File: src/rtl/ioctl_router_pkg.sv
// ioctl_router_pkg: region modes, clog2 and address-to-region lookup shared by the ioctl ROM router
package ioctl_router_pkg;
  typedef enum logic [1:0] {
    MODE_LINEAR = 2'd0,
    MODE_SPLIT  = 2'd1,
    MODE_PROM   = 2'd2,
    MODE_SKIP   = 2'd3
  } mode_t;
  function automatic int clog2(input int v);
    int r;
    r = 0;
    while ((1 << r) < v) r++;
    return r;
  endfunction
  // Returns the lowest region whose exclusive end lies above addr; nreg means out of range.
  function automatic logic [3:0] region_of(input logic [24:0] addr, input logic [199:0] reg_end, input int nreg);
    logic [3:0] r;
    r = 4'(nreg);
    for (int i = 7; i >= 0; i--)
      if (i < nreg && addr < reg_end[i*25 +: 25]) r = 4'(i);
    return r;
  endfunction
endpackage

File: src/rtl/ioctl_router_fifo.sv
// ioctl_router_fifo: show-ahead FIFO with full/empty flags and simultaneous push/pop, async reset
// Ports: clk_sys, reset, push/din in, pop in, dout (head), full, empty.
module ioctl_router_fifo
  import ioctl_router_pkg::*;
#(
  parameter int W     = 8,
  parameter int DEPTH = 4
) (
  input  logic         clk_sys,
  input  logic         reset,
  input  logic         push,
  input  logic [W-1:0] din,
  input  logic         pop,
  output logic [W-1:0] dout,
  output logic         full,
  output logic         empty
);
  localparam int PW = clog2(DEPTH);
  logic [W-1:0] mem [DEPTH];
  logic [PW:0] wp, rp;
  logic do_pop, do_push;
  assign empty = wp == rp;
  assign full = (wp[PW] != rp[PW]) && (wp[PW-1:0] == rp[PW-1:0]);
  assign dout = mem[rp[PW-1:0]];
  assign do_pop = pop & ~empty;
  assign do_push = push & (~full | do_pop);
  always_ff @(posedge clk_sys or posedge reset)
    if (reset) begin
      wp <= '0;
      rp <= '0;
    end else begin
      if (do_push) wp <= wp + 1'b1;
      if (do_pop) rp <= rp + 1'b1;
    end
  always_ff @(posedge clk_sys)
    if (do_push) mem[wp[PW-1:0]] <= din;
endmodule

File: src/rtl/ioctl_rom_router.sv
// ioctl_rom_router: routes the ioctl download byte stream into LINEAR/SPLIT/PROM/SKIP regions, packing bytes for a queued memory port
// Ports: clk_sys, reset (async, active-high); ioctl_download/wr/addr/dout from hps_io;
// mem_addr/din/be/we with mem_ready toward ROM memory; prom_we/addr/din PROM port; busy, ovf, done, csum status.
// Optional: IOCTL_ROUTER_CSUM_EN enables the running byte checksum on csum (tied to 0 otherwise).
module ioctl_rom_router
  import ioctl_router_pkg::*;
#(
  parameter int                  NREG       = 3,
  parameter logic [NREG*25-1:0]  REG_END    = {25'd240128, 25'd237568, 25'd106496},
  parameter logic [NREG*2-1:0]   REG_MODE   = {MODE_PROM, MODE_SPLIT, MODE_LINEAR},
  parameter int                  SPLIT_BIT  = 14,
  parameter int                  LANES      = 2,
  parameter int                  AW         = 17,
  parameter int                  FIFO_DEPTH = 4
) (
  input  logic                clk_sys,
  input  logic                reset,
  input  logic                ioctl_download,
  input  logic                ioctl_wr,
  input  logic [24:0]         ioctl_addr,
  input  logic [7:0]          ioctl_dout,
  output logic [AW-1:0]       mem_addr,
  output logic [8*LANES-1:0]  mem_din,
  output logic [LANES-1:0]    mem_be,
  output logic                mem_we,
  input  logic                mem_ready,
  output logic [NREG-1:0]     prom_we,
  output logic [7:0]          prom_addr,
  output logic [7:0]          prom_din,
  output logic                busy,
  output logic                ovf,
  output logic                done,
  output logic [15:0]         csum
);
  localparam int LB = clog2(LANES);
  localparam int DW = 8 * LANES;
  localparam int EW = AW + DW + LANES;
  localparam logic [199:0] END_X = 200'(REG_END);
  localparam logic [15:0] MODE_X = 16'(REG_MODE);
  logic [3:0] r;
  logic [2:0] rr;
  logic in_rng, go, fifo_go, prom_go;
  logic [24:0] start, off, split_off, word;
  mode_t md;
  logic [LB-1:0] lane;
  logic [DW-1:0] din_sh;
  logic [LANES-1:0] be;
  logic s1_valid, dl_q, dl_rise, dl_fall, armed, idle, full, empty, pop, push_ok;
  logic [EW-1:0] s1_entry, head;
  always_comb begin
    r = region_of(ioctl_addr, END_X, NREG);
    in_rng = r < 4'(NREG);
    rr = in_rng ? r[2:0] : 3'd0;
    start = rr == 3'd0 ? 25'd0 : END_X[3'(rr - 3'd1)*25 +: 25];
    off = ioctl_addr - start;
    // SPLIT squeezes the lane-select bit out of the offset to form the word index.
    split_off = ((off >> (SPLIT_BIT + 1)) << SPLIT_BIT) | (off & 25'((1 << SPLIT_BIT) - 1));
    md = mode_t'(MODE_X[rr*2 +: 2]);
    lane = md == MODE_SPLIT ? LB'(off[SPLIT_BIT]) : off[LB-1:0];
    word = md == MODE_SPLIT ? start / 25'd2 + split_off : start / 25'(LANES) + off / 25'(LANES);
    din_sh = DW'(ioctl_dout) << (8 * lane);
    be = LANES'(1) << lane;
    go = ioctl_wr & ioctl_download & in_rng;
    fifo_go = go & (md == MODE_LINEAR || md == MODE_SPLIT);
    prom_go = go & (md == MODE_PROM);
  end
  assign dl_rise = ioctl_download & ~dl_q;
  assign dl_fall = ~ioctl_download & dl_q;
  assign mem_we = ~empty;
  assign busy = ~empty;
  assign pop = mem_we & mem_ready;
  assign push_ok = s1_valid & (~full | pop);
  assign idle = empty & ~s1_valid;
  assign mem_addr = mem_we ? head[EW-1 -: AW] : '0;
  assign mem_din = mem_we ? head[DW+LANES-1 : LANES] : '0;
  assign mem_be = mem_we ? head[LANES-1:0] : '0;
  ioctl_router_fifo #(.W(EW), .DEPTH(FIFO_DEPTH)) u_fifo (
    .clk_sys(clk_sys),
    .reset(reset),
    .push(s1_valid),
    .din(s1_entry),
    .pop(pop),
    .dout(head),
    .full(full),
    .empty(empty)
  );
  always_ff @(posedge clk_sys or posedge reset)
    if (reset) begin
      s1_valid <= 1'b0;
      s1_entry <= '0;
      prom_we <= '0;
      prom_addr <= '0;
      prom_din <= '0;
      dl_q <= 1'b0;
      ovf <= 1'b0;
      armed <= 1'b0;
      done <= 1'b0;
    end else begin
      s1_valid <= fifo_go;
      s1_entry <= {AW'(word), din_sh, be};
      prom_we <= prom_go ? NREG'(1) << rr : '0;
      prom_addr <= prom_go ? off[7:0] : '0;
      prom_din <= prom_go ? ioctl_dout : '0;
      dl_q <= ioctl_download;
      ovf <= dl_rise ? 1'b0 : ovf | (s1_valid & full & ~pop);
      armed <= (armed | dl_fall) & ~idle;
      done <= (armed | dl_fall) & idle;
    end
`ifdef IOCTL_ROUTER_CSUM_EN
  logic [7:0] s1_byte;
  always_ff @(posedge clk_sys or posedge reset)
    if (reset) begin
      s1_byte <= '0;
      csum <= '0;
    end else begin
      s1_byte <= ioctl_dout;
      csum <= dl_rise ? 16'd0 : csum + ((push_ok | (|prom_we)) ? 16'(s1_byte) : 16'd0);
    end
`else
  assign csum = '0;
`endif
endmodule

File: config.mk
export PLATFORM = sky130hd
export DESIGN_NAME = ioctl_rom_router
export DESIGN_NICKNAME = d
export VERILOG_FILES = /design/src/rtl/ioctl_router_pkg.sv /design/src/rtl/ioctl_router_fifo.sv /design/src/rtl/ioctl_rom_router.sv
export SDC_FILE = /design/constraint.sdc
export NUM_CORES = 1
export LEC_CHECK = 0
export ABC_AREA = 1
export BUFFER_PORTS_ARGS = -buffer_cell sky130_fd_sc_hd__buf_4
export CAP_MARGIN = 20
export CELL_PAD_IN_SITES_DETAIL_PLACEMENT = 0
export CELL_PAD_IN_SITES_GLOBAL_PLACEMENT = 2
export CORE_AREA = 2 2 152 154
export CTS_BUF_LIST = sky130_fd_sc_hd__clkbuf_8
export CTS_CLUSTER_SIZE = 8
export DETAILED_ROUTE_END_ITERATION = 6
export DIE_AREA = 0 0 154 156
export GPL_TIMING_DRIVEN = 0
export MAX_ROUTING_LAYER = met4
export PLACE_DENSITY_LB_ADDON = 0.25
export SLEW_MARGIN = 25
export SYNTH_ARGS = -nofsm -noshare
export SYNTH_HDL_FRONTEND = slang
export SYNTH_SLANG_ARGS = --single-unit
export TNS_END_PERCENT = 1
File: constraint.sdc
create_clock -name clk_sys -period 3.44 [get_ports clk_sys]
set_input_delay 0.516 -clock clk_sys [delete_from_list [all_inputs] [get_ports clk_sys]]
set_output_delay 0.516 -clock clk_sys [all_outputs]
set_load 0.02 [all_outputs]
==> impl_results.md <==
* Hold Path Class: primary input to asynchronous set/reset pin
* Worst-Skew Late Latency at 0.52 ns
* Outcome: completed
* Worst-case clock buffer depth at 3
* IO buf count at 95
* Hold Buf Count CTS at 0
* Die Wd at 154 um
* H-Tree Depth at 2
* Setup_tns at 0 ns
* First-pass GRT wire length at 32,100 um
* Clock Skew at 0.0222 ns
* Starting DRT DRC Count at 286
* Final worst slack at 0.298 ns
* Via count at 5,822
* Crit path arrival time at 3.51 ns
* Sequential area share after synthesis at 68.0%
* Most frequent cells in the layout: nor2_1, edfxtp_1, buf_4
* Worst setup EP type: flop
* Pwr dens at 703 mW/mm^2
* Core area at 0.0224 mm^2
* Vias in the first global route at 6,138
* CP Launch Type: primary input
* Critical Path RT at 3.81 ns
* Share of cells above drive strength 1 at 21.0%
* Syn Inst Count at 761
* DR DRC count at 0
* Pins Over Slew Limit at 0
* Setup crit end: s1_entry[34]
* DR WL/cell at 16.6 um
* Synthesized area at 0.00858 mm^2
* Site Rows at 55
* Most common cell after layout, fill and taps aside: nor2_1
* Max-cap violation count at 0
* Clock period minus worst slack at 3.14 ns
* Total die area at 0.0240 mm^2
* Most area-consuming cells after synthesis: edfxtp_1, dfrtp_1, nor2_1, inv_1, nand2_1
* Mean Syn Cell Area at 11.3 um^2
* Yosys top cell area share at 49.0%
* IR drop worst, VDD at 342 uV
* Routed vias/inst at 4.74
* Normalized max-slew margin at 57.2%
* Area grow syn2layout at 24.0%
* Clk sinks at 205
* Fin area at 0.0106 mm^2
* Clock-pin slew on the worst setup and hold paths at 0.06 ns
* Placed Area at 0.00997 mm^2
* Die height at 156 um
* FF-to-FF path depth at 8
* CTS Buf Count at 35
* Final #Nets at 974
* Gr usage total at 17.9%
* CP max FO at 5
* Final HPWL DP at 14,000 um
* Fillers at 2,051
* Largest area contributor in the netlist: edfxtp_1
* Reg2reg start: u_fifo.rp[1]
* Unrepaired setup endpoints after global routing: false
* Ant. Diodes at 0
* Total power at 0.00747 W
* Total gr overflow at 0
* WS Path Type: primary input to flop
* Max Freq at 318 MHz
* Total Routed Length at 20,400 um
* GP Congestion at 0.756
* Initial antenna violation count at 0
* IO Pins at 112
* Slew @ Worst Pin at 0.642 ns
* Starting Density at 38.3%
* Pin count of the biggest net entering global routing at 36
* Synth warn at 0
* Leak at 4.71 nW
* Synth cell types at 32
* Period utilization at 91.3%
* Reg-to-reg endpoint: u_fifo.mem[3][26]
* Antenna Violating Nets Remaining at 0
* Final Setup Violations at 0
* Root Driver: clkbuf_8
* CP startpoint: ioctl_addr[19]
* Reg-to-reg slack, setup at 1.36 ns
* Final hold vios at 0
* Setup WS pre-CTS at -0.469 ns
* Seq cells post-synth at 205
* CTS tree: yes
* Drt pass-1 iters at 4
synthesized netlist by cell type, drive strengths merged:
master / n
xnor2: 5
and2: 1
nand4: 4
o21ai: 49
nand3: 17
a31oi: 2
xor2: 6
o32ai: 35
a21oi: 9
nand3b: 1
clkbuf: 14
or2: 1
buf: 34
nand2: 93
ha: 19
o21bai: 1
nor2: 168
dfrtp: 65
conb: 1
nor3: 2
inv: 94
edfxtp: 140
layout make-up:
class,count,area (um^2),area share (%)
sequential,205,5830,54.8
multi-input combinational,429,2200,20.6
timing repair buffer,104,953,8.96
clock buffer,40,551,5.18
inverter,94,360,3.39
tap,285,357,3.35
buffer,48,285,2.68
clock inverter,24,103,0.965
flip-flops by register name, summed over array words and instances, names as in the netlist:
| name | flops |
|---|---|
| u_fifo.rp | 3 |
| prom_addr | 8 |
| s1_valid | 1 |
| done | 1 |
| prom_we | 3 |
| prom_din | 8 |
| u_fifo.wp | 3 |
| s1_entry | 35 |
| u_fifo.mem | 140 |
| ovf | 1 |
| dl_q | 1 |
| armed | 1 |
kinds of logic (layout without fill, tap and decap cells):
group                      count (synthesis)  in the layout  synth area share, %
xor gates and xnor gates                  11             11                 1.12
DFF                                      205            205                 68.0
and+or+nand+nor                          287            287                 13.3
buffers and inverters                    142            310                 7.50
AOI/OAI and AO/OA                         96             96                 7.28
adders and majority gates                 19             19                 2.77
other                                      1             16               0.0437
report_power, final:
part           switching (W)  leakage [nW]  total [W]  internal (W)
clock               0.000928         0.389    0.00199       0.00106
combinational        0.00175          2.23    0.00273      0.000977
sequential         0.0000477          2.09    0.00275       0.00271
total                0.00272          4.71    0.00747       0.00475
repair_timing:
action	in CTS	in global routing
buffers inserted	0	0
endpoints found under the setup margin	0	1
resized for setup	0	3
stage by stage:
stage / cells / hold WS [ns] / util [%]
final: 1229 / 0.00679 / 47.6
after floorplan: 776 / 0.455 / -
after global placement: 1156 / 0.461 / 43.4
after detailed placement: 1165 / 0.475 / 44.6
after global routing: 1229 / 0.0216 / 47.6
after CTS: 1229 / 0.000538 / 47.5
layer usage:
metal / routed length, um / up-vias / track usage [%]
met3: 1170 / 34 / 3.56
met4: 393 / 0 / 5.92
li1: - / 2825 / -
met5: 0 / - / -
met2: 10200 / 182 / 30.8
met1: 8630 / 2781 / 21.2
worst max-delay path: stages:
cell     delay, ns
buf_4         0.11
nor2_1        0.09
inv_1         0.05
nor3_2        0.20
inv_1         0.10
nor2_2        0.13
inv_1         0.10
ha_1          0.34
ha_1          0.36
nor2_1        0.12
nand2_1       0.13
a21oi_1       0.18
xor2_1        0.16
inv_1         0.06
ha_1          0.32
nand2_1       0.08
inv_1         0.05
nand4_1       0.08
nand2_1       0.06
inv_1         0.06
nand2_1       0.05
nand2_1       0.05
nand2_1       0.10
how the worst min path moves through the flow:
stage / to / slack [ns] / cells past startpoint
after floorplan: u_fifo.mem[0][0] / 0.45 / 0
after global placement: u_fifo.mem[0][23] / 0.46 / 0
after detailed placement: u_fifo.mem[0][10] / 0.47 / 0
after CTS: prom_addr[3] / 0.0005 / 2
after global routing: s1_valid / 0.02 / 2
final: prom_addr[3] / 0.007 / 2
(Power assumes the default switching activity.)
